<file path="config.mk">
export PLATFORM = sky130hd
export DESIGN_NAME = fp16_mul_arbiter
export DESIGN_NICKNAME = d
export VERILOG_FILES = /design/src/rtl/fp16_mul_arbiter.sv
export SDC_FILE = /design/constraint.sdc
export NUM_CORES = 1
export LEC_CHECK = 0
export ABC_AREA = 1
export CORE_AREA = 2 2 78 136
export CTS_CLUSTER_DIAMETER = 150
export DETAILED_ROUTE_END_ITERATION = 8
export DIE_AREA = 0 0 80 138
export GPL_ROUTABILITY_DRIVEN = 0
export GPL_TIMING_DRIVEN = 0
export PLACE_DENSITY = 0.8
export SLEW_MARGIN = 15
export SYNTH_ARGS = -nofsm -noshare
export SYNTH_HDL_FRONTEND = slang
export SYNTH_SLANG_ARGS = --single-unit
</file>
<file path="constraint.sdc">
create_clock -name CLK -period 3.3 [get_ports CLK]
set_input_delay 0.99 -clock CLK [delete_from_list [all_inputs] [get_ports CLK]]
set_output_delay 0.99 -clock CLK [all_outputs]
set_load 0.03 [all_outputs]
</file>
<file path="src/rtl/fp16_mul_arbiter.sv">
// Two-requester round-robin front end for a shared fixed-latency binary16 multiplier.
// Per-requester credit (buffer space minus in-flight work) gates issue so FIFOs never overflow.
module fp16_mul_arbiter #(
    parameter int unsigned LAT   = 1,
    parameter int unsigned DEPTH = 2
) (
    input  logic        CLK,
    input  logic        RESET,
    input  logic        req_valid_0,
    input  logic        req_valid_1,
    output logic        req_ready_0,
    output logic        req_ready_1,
    input  logic [15:0] req_a_0,
    input  logic [15:0] req_b_0,
    input  logic [15:0] req_a_1,
    input  logic [15:0] req_b_1,
    output logic        rsp_valid_0,
    output logic        rsp_valid_1,
    input  logic        rsp_ready_0,
    input  logic        rsp_ready_1,
    output logic [15:0] rsp_data_0,
    output logic [15:0] rsp_data_1,
    output logic [15:0] mul_a,
    output logic [15:0] mul_b,
    input  logic [15:0] mul_out,
    output logic        busy
);

    localparam int unsigned PW = (DEPTH > 1) ? $clog2(DEPTH) : 1;
    localparam int unsigned CW = 3;
    localparam logic [CW-1:0] DEPTH_C = CW'(DEPTH);

    logic [1:0]    req_valid, rsp_ready, eligible, grant, push, pop;
    logic [15:0]   req_a [2];
    logic [15:0]   req_b [2];
    logic [CW-1:0] count_q [2];
    logic [CW-1:0] inflight_q [2];
    logic [CW-1:0] credit [2];
    logic [PW-1:0] rd_ptr_q [2];
    logic [PW-1:0] wr_ptr_q [2];
    logic [15:0]   mem_q [2][DEPTH];
    logic [LAT-1:0] trk_v_q, trk_id_q;
    logic          ptr_q;
    logic          gnt_id;

    function automatic logic [PW-1:0] ptr_inc(input logic [PW-1:0] p);
        return (p == PW'(DEPTH - 1)) ? '0 : p + 1'b1;
    endfunction

    assign req_valid = {req_valid_1, req_valid_0};
    assign rsp_ready = {rsp_ready_1, rsp_ready_0};
    assign req_a[0]  = req_a_0;
    assign req_a[1]  = req_a_1;
    assign req_b[0]  = req_b_0;
    assign req_b[1]  = req_b_1;

    always_comb begin
        eligible = '0;
        push     = '0;
        pop      = '0;
        for (int i = 0; i < 2; i++) begin
            credit[i]   = DEPTH_C - (inflight_q[i] + count_q[i]);
            eligible[i] = req_valid[i] && (credit[i] != '0) && !RESET;
            push[i]     = trk_v_q[LAT-1] && (trk_id_q[LAT-1] == 1'(i));
            pop[i]      = (count_q[i] != '0) && rsp_ready[i];
        end
    end

    // Contention resolved by the pointer; a lone eligible requester always wins.
    always_comb begin
        grant = '0;
        if (eligible == 2'b11) begin
            grant[ptr_q] = 1'b1;
        end else begin
            grant = eligible;
        end
        gnt_id = grant[1];
    end

    assign req_ready_0 = grant[0];
    assign req_ready_1 = grant[1];
    assign mul_a       = (grant != '0) ? req_a[gnt_id] : 16'h0000;
    assign mul_b       = (grant != '0) ? req_b[gnt_id] : 16'h0000;

    always_ff @(posedge CLK) begin
        if (RESET) begin
            trk_v_q  <= '0;
            trk_id_q <= '0;
            ptr_q    <= 1'b0;
            for (int i = 0; i < 2; i++) begin
                count_q[i]    <= '0;
                inflight_q[i] <= '0;
                rd_ptr_q[i]   <= '0;
                wr_ptr_q[i]   <= '0;
            end
        end else begin
            trk_v_q[0]  <= |grant;
            trk_id_q[0] <= gnt_id;
            for (int k = 1; k < LAT; k++) begin
                trk_v_q[k]  <= trk_v_q[k-1];
                trk_id_q[k] <= trk_id_q[k-1];
            end
            if (|grant) begin
                ptr_q <= ~gnt_id;
            end
            for (int i = 0; i < 2; i++) begin
                inflight_q[i] <= inflight_q[i] + CW'(grant[i]) - CW'(push[i]);
                count_q[i]    <= count_q[i] + CW'(push[i]) - CW'(pop[i]);
                if (push[i]) begin
                    mem_q[i][wr_ptr_q[i]] <= mul_out;
                    wr_ptr_q[i]           <= ptr_inc(wr_ptr_q[i]);
                end
                if (pop[i]) begin
                    rd_ptr_q[i] <= ptr_inc(rd_ptr_q[i]);
                end
            end
        end
    end

    assign rsp_valid_0 = (count_q[0] != '0);
    assign rsp_valid_1 = (count_q[1] != '0);
    assign rsp_data_0  = mem_q[0][rd_ptr_q[0]];
    assign rsp_data_1  = mem_q[1][rd_ptr_q[1]];
    assign busy        = (|trk_v_q) || rsp_valid_0 || rsp_valid_1;

    // Credit accounting must keep reserved space within the buffer.
    a_no_ovf_0: assert property (@(posedge CLK) disable iff (RESET)
        ({1'b0, inflight_q[0]} + {1'b0, count_q[0]}) <= {1'b0, DEPTH_C});
    a_no_ovf_1: assert property (@(posedge CLK) disable iff (RESET)
        ({1'b0, inflight_q[1]} + {1'b0, count_q[1]}) <= {1'b0, DEPTH_C});

endmodule

</file>
==> results of run 1 <==
[worst paths after layout]
path                                                    end  slack (ps)  cells after the start
worst max register to register  inflight_q[0][5]$_SDFF_PP0_         510                     20
worst max-delay path                         rsp_data_1[10]          90                      4
worst min register to register           ptr_q$_SDFFE_PP0P_         510                      3
worst min-delay path                     ptr_q$_SDFFE_PP0P_         510                      3
[per-layer routing]
metal,track usage (%),wire (um),vias up
met4,7.404,257,0
met1,18.26,3447,1628
met2,37.94,5879,165
met3,6.984,1056,18
met5,0,0,-
li1,-,-,1775
[registers in the layout, indices dropped and copies added (netlist names)]
| signal | cells |
|---|---|
| count_q | 6 |
| wr_ptr_q | 2 |
| ptr_q | 1 |
| trk_v_q | 1 |
| rd_ptr_q | 2 |
| inflight_q | 6 |
| mem_q | 64 |
| trk_id_q | 1 |
[what timing repair did]
action	4_1_cts	5_1_grt
endpoints found under the setup margin	34	34
hold buffers	0	0
buffers inserted	13	0
pin swaps	6	11
resized for setup	226	29
[worst max-delay path, stage by stage (launching register included)]
cell	delay, ps
edfxtp_1	340
buf_2	250
buf_2	330
mux2_2	370
clkdlybuf4s50_1	600
[placed cells by master, fill, tap and decap left out, drive strengths merged]
cell type,netlist,routed
a21oi,3,3
buf,16,65
clkbuf,1,17
clkdlybuf4s50,0,117
clkinv,0,3
clkinvlp,0,2
dfxtp,15,15
dlygate4sd2,0,2
edfxtp,68,68
fa,4,4
ha,14,14
inv,78,78
mux2,32,32
nand2,104,104
nand3,36,36
nor2,53,53
nor3,4,4
nor3b,1,1
o21ai,7,7
or2,1,1
xor2,5,5
[power breakdown]
part / internal, mW / switching [mW] / leakage (nW)
clock: 0.525 / 0.369 / 0.131
combinational: 1.24 / 1.66 / 2.06
sequential: 1.31 / 0.0798 / 0.748
[stage by stage]
stage / area [um^2] / TNS [ps] / utilization, %
floorplan: 4508 / 0 / -
global placement: 6208 / -72810 / 61.75
detailed placement: 6286 / -25520 / 62.52
CTS: 6636 / -10.45 / 66.00
global route: 6743 / -1.399 / 67.06
finish: 6743 / 0 / 67.06
[logic make-up after synthesis]
| kind of cell | count (synthesis) | share of synthesized area [%] |
|---|---|---|
| AND/OR/NAND/NOR | 199 | 22.62 |
| buffers and inverters | 95 | 9.686 |
| flip-flops | 83 | 51.96 |
| multiplexers | 32 | 7.993 |
| adder cells (fa/ha/maj) | 18 | 5.662 |
| AO/OA/AOI/OAI | 10 | 1.110 |
| XOR/XNOR | 5 | 0.9714 |
[layout make-up]
class                           instances  area, um^2
Multi-Input combinational cell        264        1857
Clock buffer                           11       242.7
Tap cell                              127       158.9
Clock inverter                          5       30.03
Fill cell                             797        3312
Sequential cell                        83        2347
Buffer                                 17       157.7
Inverter                               78       300.3
Timing Repair Buffer                  173        1649
==> results.md, run 1 <==
- Final period util: 97.39%
- Detail Route Antenna Nets: 0
- CTS Root Cell: clkbuf_16
- Worst hold start: ptr_q$_SDFFE_PP0P_
- # port buffers: 154
- Count leader, synth: inv_1
- Hold WS: 509.9 ps
- Placed cell count: 729
- Crit end category: output pin
- DR vias/cell: 4.731
- Top cells by area, synth: edfxtp_1 45%, nand2_2 8.0%, mux2_2 8.0%
- Average footprint of a synthesized cell: 10.20 um^2
- Clock slew at reported path FFs: 60 ps
- VDD IR max: around 0.44 mV
- Max Slew Vio Count: 0
- Worst skew pair latency: between 300 and 400 ps
- Clk buf depth: 2
- Routed Wire Length: approximately 11000 um
- H-tree Lvls: 3
- Max-cap viol count: 0
- Startpoint Class: register
- Initial DRC count: 129
- Leakage power: 2.939 nW
- Setup WS post-layout: 86.20 ps
- All-Layer GR Usage: 19.82%
- # clock sinks: just over 80
- Post-synth EDFFs: 68
- Num CTS Buffers: 9
- Starting density of the core: between 40% and 50%
- Worst hold path class: reg2reg
- Core Box Area: roughly 10000 um^2
- Mapped cell area: 4508 um^2
- Largest net degree at the start of global routing: 15
- Drt drc: 0
- Fmax: 311.2 MHz
- Seq/Total Area, Yosys: 51.96%
- Crit Path Max Fanout: 10
- Mapped Nets: 546
- Final Critical Period: 3214 ps
- CTS tree: built
- Post-synthesis cell type count: 27
- DR vias: roughly 3600
- Synthesis warning total: 0
- Site Rows: 49
- Clk_skew: 5.305 ps
- Crit path launch: rd_ptr_q[0][1]$_SDFFCE_PP0P_
- Ports: 155
- Critical R2R Launch: count_q[0][3]$_SDFF_PP0_
- #FFs+latches synth: 83
- Vias in the first global route: around 3800
- N_diodes: 0
- NumNets Final: 730
- Tot Pwr: 5.177 mW
- Pwr Density: between 700 and 800 nW/um^2
- Synth top area share: 45.30%
- First-pass GRT wire length: 17120 um
- Final setup viols: 0
- Worst EP required: 2310 ps
- Setup WS pre-CTS: -782.7 ps
- Die width: around 80 um
- Async SR Flop Fraction: 0%
- Most instantiated cells after synthesis: 72 x inv_1, 68 x edfxtp_1, 58 x nand2_2
- Max-slew headroom: 42.47%
- Outcome: finished, final reports clean
- Worst-Margin Slew: 859.2 ps
- WP data arrival: 2220 ps
- WL/cell: 14.04 um
- First drt pass iteration count: 4
- Die H: 138 um
- Ratio of cells with drive above 1 in the final layout: 34.71%
- Remaining Overflow, GRT: 0
- Yosys top cell by area: edfxtp_1
- Final std cells w/o fill: between 700 and 800
- Post-synth top flop: edfxtp_1
- Antenna violations before repair: 0
- Syn Inst Count: between 400 and 500
- P&R area growth vs syn: 49.57%
- Crit Path Class: reg2out
- Die ar.: approximately 11000 um^2
- Post-detail-place hpwl: ~8300 um
- Final count of hold timing violations: 0
Power figures use the tool's default switching activity.
==> run 2, diff against run 1 <==
--- a/config.mk
+++ b/config.mk
@@ -12,6 +12,7 @@
 export DIE_AREA = 0 0 80 138
 export GPL_ROUTABILITY_DRIVEN = 0
 export GPL_TIMING_DRIVEN = 0
+export MAX_ROUTING_LAYER = met4
 export PLACE_DENSITY = 0.8
 export SLEW_MARGIN = 15
 export SYNTH_ARGS = -nofsm -noshare
==> results.md, run 2 (synthesis gave the netlist of run 1 again) <==
- Clk_skew: 5.286 ps (-0.01860 ps)
- DR vias: 3579 (-0.20%)
- Ratio of cells with drive above 1 in the final layout: 34.71% (unchanged)
- Crit Path Class: reg2out
- Startpoint Class: register
- Placed cell count: 729 (unchanged)
- # clock sinks: 83 (unchanged)
- Ports: 155 (unchanged)
- CTS tree: built
- Worst hold path class: reg2reg
- First-pass GRT wire length: 17080 um (-0.24%)
- Post-detail-place hpwl: 8265 um (unchanged)
- P&R area growth vs syn: 49.57% (unchanged)
- Crit Path Max Fanout: 10 (unchanged)
- Die width: 80 um (unchanged)
- Sw frac: 40.66% (about the same)
- Final instance area: 6743 um^2 (unchanged)
- Worst skew pair latency: 330 ps (about the same)
- Commonest non-fill, non-tap cell in the layout: clkdlybuf4s50_1
- Site Rows: 49 (unchanged)
- Initial DRC count: 127 (-1.6%)
- # port buffers: 154 (unchanged)
- Final period util: 97.43% (about the same)
- Final Critical Period: 3215 ps (+1.533 ps)
- Clock slew at reported path FFs: 60 ps (about the same)
- Fillers: 797 (unchanged)
- Placed cell area: 6286 um^2 (unchanged)
- Max-slew headroom: 41.44% (-1.0 points)
- Detail Route Antenna Nets: 0 (unchanged)
- Drt drc: 0 (unchanged)
- Max-cap viol count: 0 (unchanged)
- Worst EP required: 2310 ps (about the same)
- All-Layer GR Usage: 20.39% (+0.57 points)
- CTS Root Cell: clkbuf_16
- Crit path largest cell delay: 600 ps (about the same)
- Pwr Density: 767.5 nW/um^2 (about the same)
- Post-route core utilization: 67.06% (unchanged)
- Worst-Margin Slew: 874.6 ps (+15.42 ps)
- Worst hold start: ptr_q$_SDFFE_PP0P_
- Fmax: 311.0 MHz (about the same)
- Starting density of the core: 44.84% (unchanged)
- Largest net degree at the start of global routing: 15 (unchanged)
- Switching Power: 2.104 mW (about the same)
- Crit path launch: rd_ptr_q[0][1]$_SDFFCE_PP0P_
- Clk buf depth: 2 (unchanged)
- N_diodes: 0 (unchanged)
- Hold buffers post-CTS: 0 (unchanged)
- DR vias/cell: 4.722 (-0.20%)
- Die ar.: 11040 um^2 (unchanged)
- Max Slew Vio Count: 0 (unchanged)
- Final setup viols: 0 (unchanged)
- Routed Wire Length: 10660 um (+0.22%)
- H-tree Lvls: 3 (unchanged)
- Worst-path cell chain: buf_2 -> buf_2 -> mux2_2 -> clkdlybuf4s50_1
- VDD IR max: 0.4413 mV (about the same)
- Critical R2R Launch: count_q[0][3]$_SDFF_PP0_
- Cell-internal power: 3.071 mW (about the same)
- Leakage power: 2.939 nW (unchanged)
- Final count of hold timing violations: 0 (unchanged)
- Vias in the first global route: 3817 (+0.079%)
- WP data arrival: 2230 ps (about the same)
- Remaining Overflow, GRT: 0 (unchanged)
- Num CTS Buffers: 9 (unchanged)
- Worst path most repeated cell: buf_2
- Crit end category: output pin
- Comb power frac: 55.9% (about the same)
- Critical-path top delay cell: clkdlybuf4s50_1
- Clock share of power: 17.3% (about the same)
- Max reg flops: 64 (unchanged)
- Outcome: finished, final reports clean
- Final std cells w/o fill: 758 (unchanged)
- NumNets Final: 730 (unchanged)
- Core Box Area: 10050 um^2 (unchanged)
- First drt pass iteration count: 4 (unchanged)
- Hold WS: 509.9 ps (+0.03800 ps)
- Final setup TNS: 0 ps (unchanged)
- Most frequent cells in the layout: 117 x clkdlybuf4s50_1, 68 x edfxtp_1, 67 x inv_1, 58 x nand2_2, 48 x nor2_1
- Flop pwr share: 26.8% (about the same)
- Die H: 138 um (unchanged)
- WL/cell: 14.07 um (+0.22%)
- Antenna violations before repair: 0 (unchanged)
[run 2: timing repair]
| action | in CTS | in global routing |
|---|---|---|
| gates cloned | 0 | 0 |
| pin swaps | 6 | 11 |
| resized for setup | 226 | 29 |
| endpoints found under the setup margin | 34 | 34 |
| setup buffers | 13 | 0 |
[run 2: final timing paths]
| path | endpoint | slack, ps | cells after the start |
|---|---|---|---|
| max | rsp_data_1[10] | 80 | 4 |
| min | ptr_q$_SDFFE_PP0P_ | 510 | 3 |
| max reg2reg | inflight_q[0][5]$_SDFF_PP0_ | 510 | 20 |
| min reg2reg | ptr_q$_SDFFE_PP0P_ | 510 | 3 |
[run 2: power by group through the flow]
stage	Sequential (mW)	Clock [mW]	Combinational [mW]
4_1_cts	1.39	0.913	2.80
3_5_place_dp	1.42	0	2.69
2_1_floorplan	1.39	0	1.79
3_3_place_gp	1.40	0	2.60
5_1_grt	1.40	0.961	3.15
6_report	1.39	0.894	2.89
[run 2: through the flow]
step / power, mW / worst slack (ps)
after floorplan: 3.185 / 402.0
after global placement: 4.003 / -1144
after detailed placement: 4.106 / -782.7
after CTS: 5.104 / -6.496
after global routing: 5.515 / -0.3448
final: 5.175 / 84.66
[run 2: critical path: cells and delay by family, from the launching register on]
kind     cells  cell delay [ps]
buf+inv      3             1180
flops        1              340
mux          1              370
[run 2: cell type report]
class	count	area [um^2]	share of cell area, %
buffer	17	157.7	2.338
clock buffer	11	242.7	3.600
clock inverter	5	30.03	0.4454
inverter	78	300.3	4.454
multi-input combinational	264	1857	27.54
sequential	83	2347	34.81
tap	127	158.9	2.357
timing repair buffer	173	1649	24.46
[run 2: metal layers]
layer  vias up  GRT usage, %  wire [um]
met5         -             -          0
met4         0         7.404        244
met3        18         4.112        761
met2       165         37.98       5921
met1      1622         20.13       3736
li1       1774             -          -
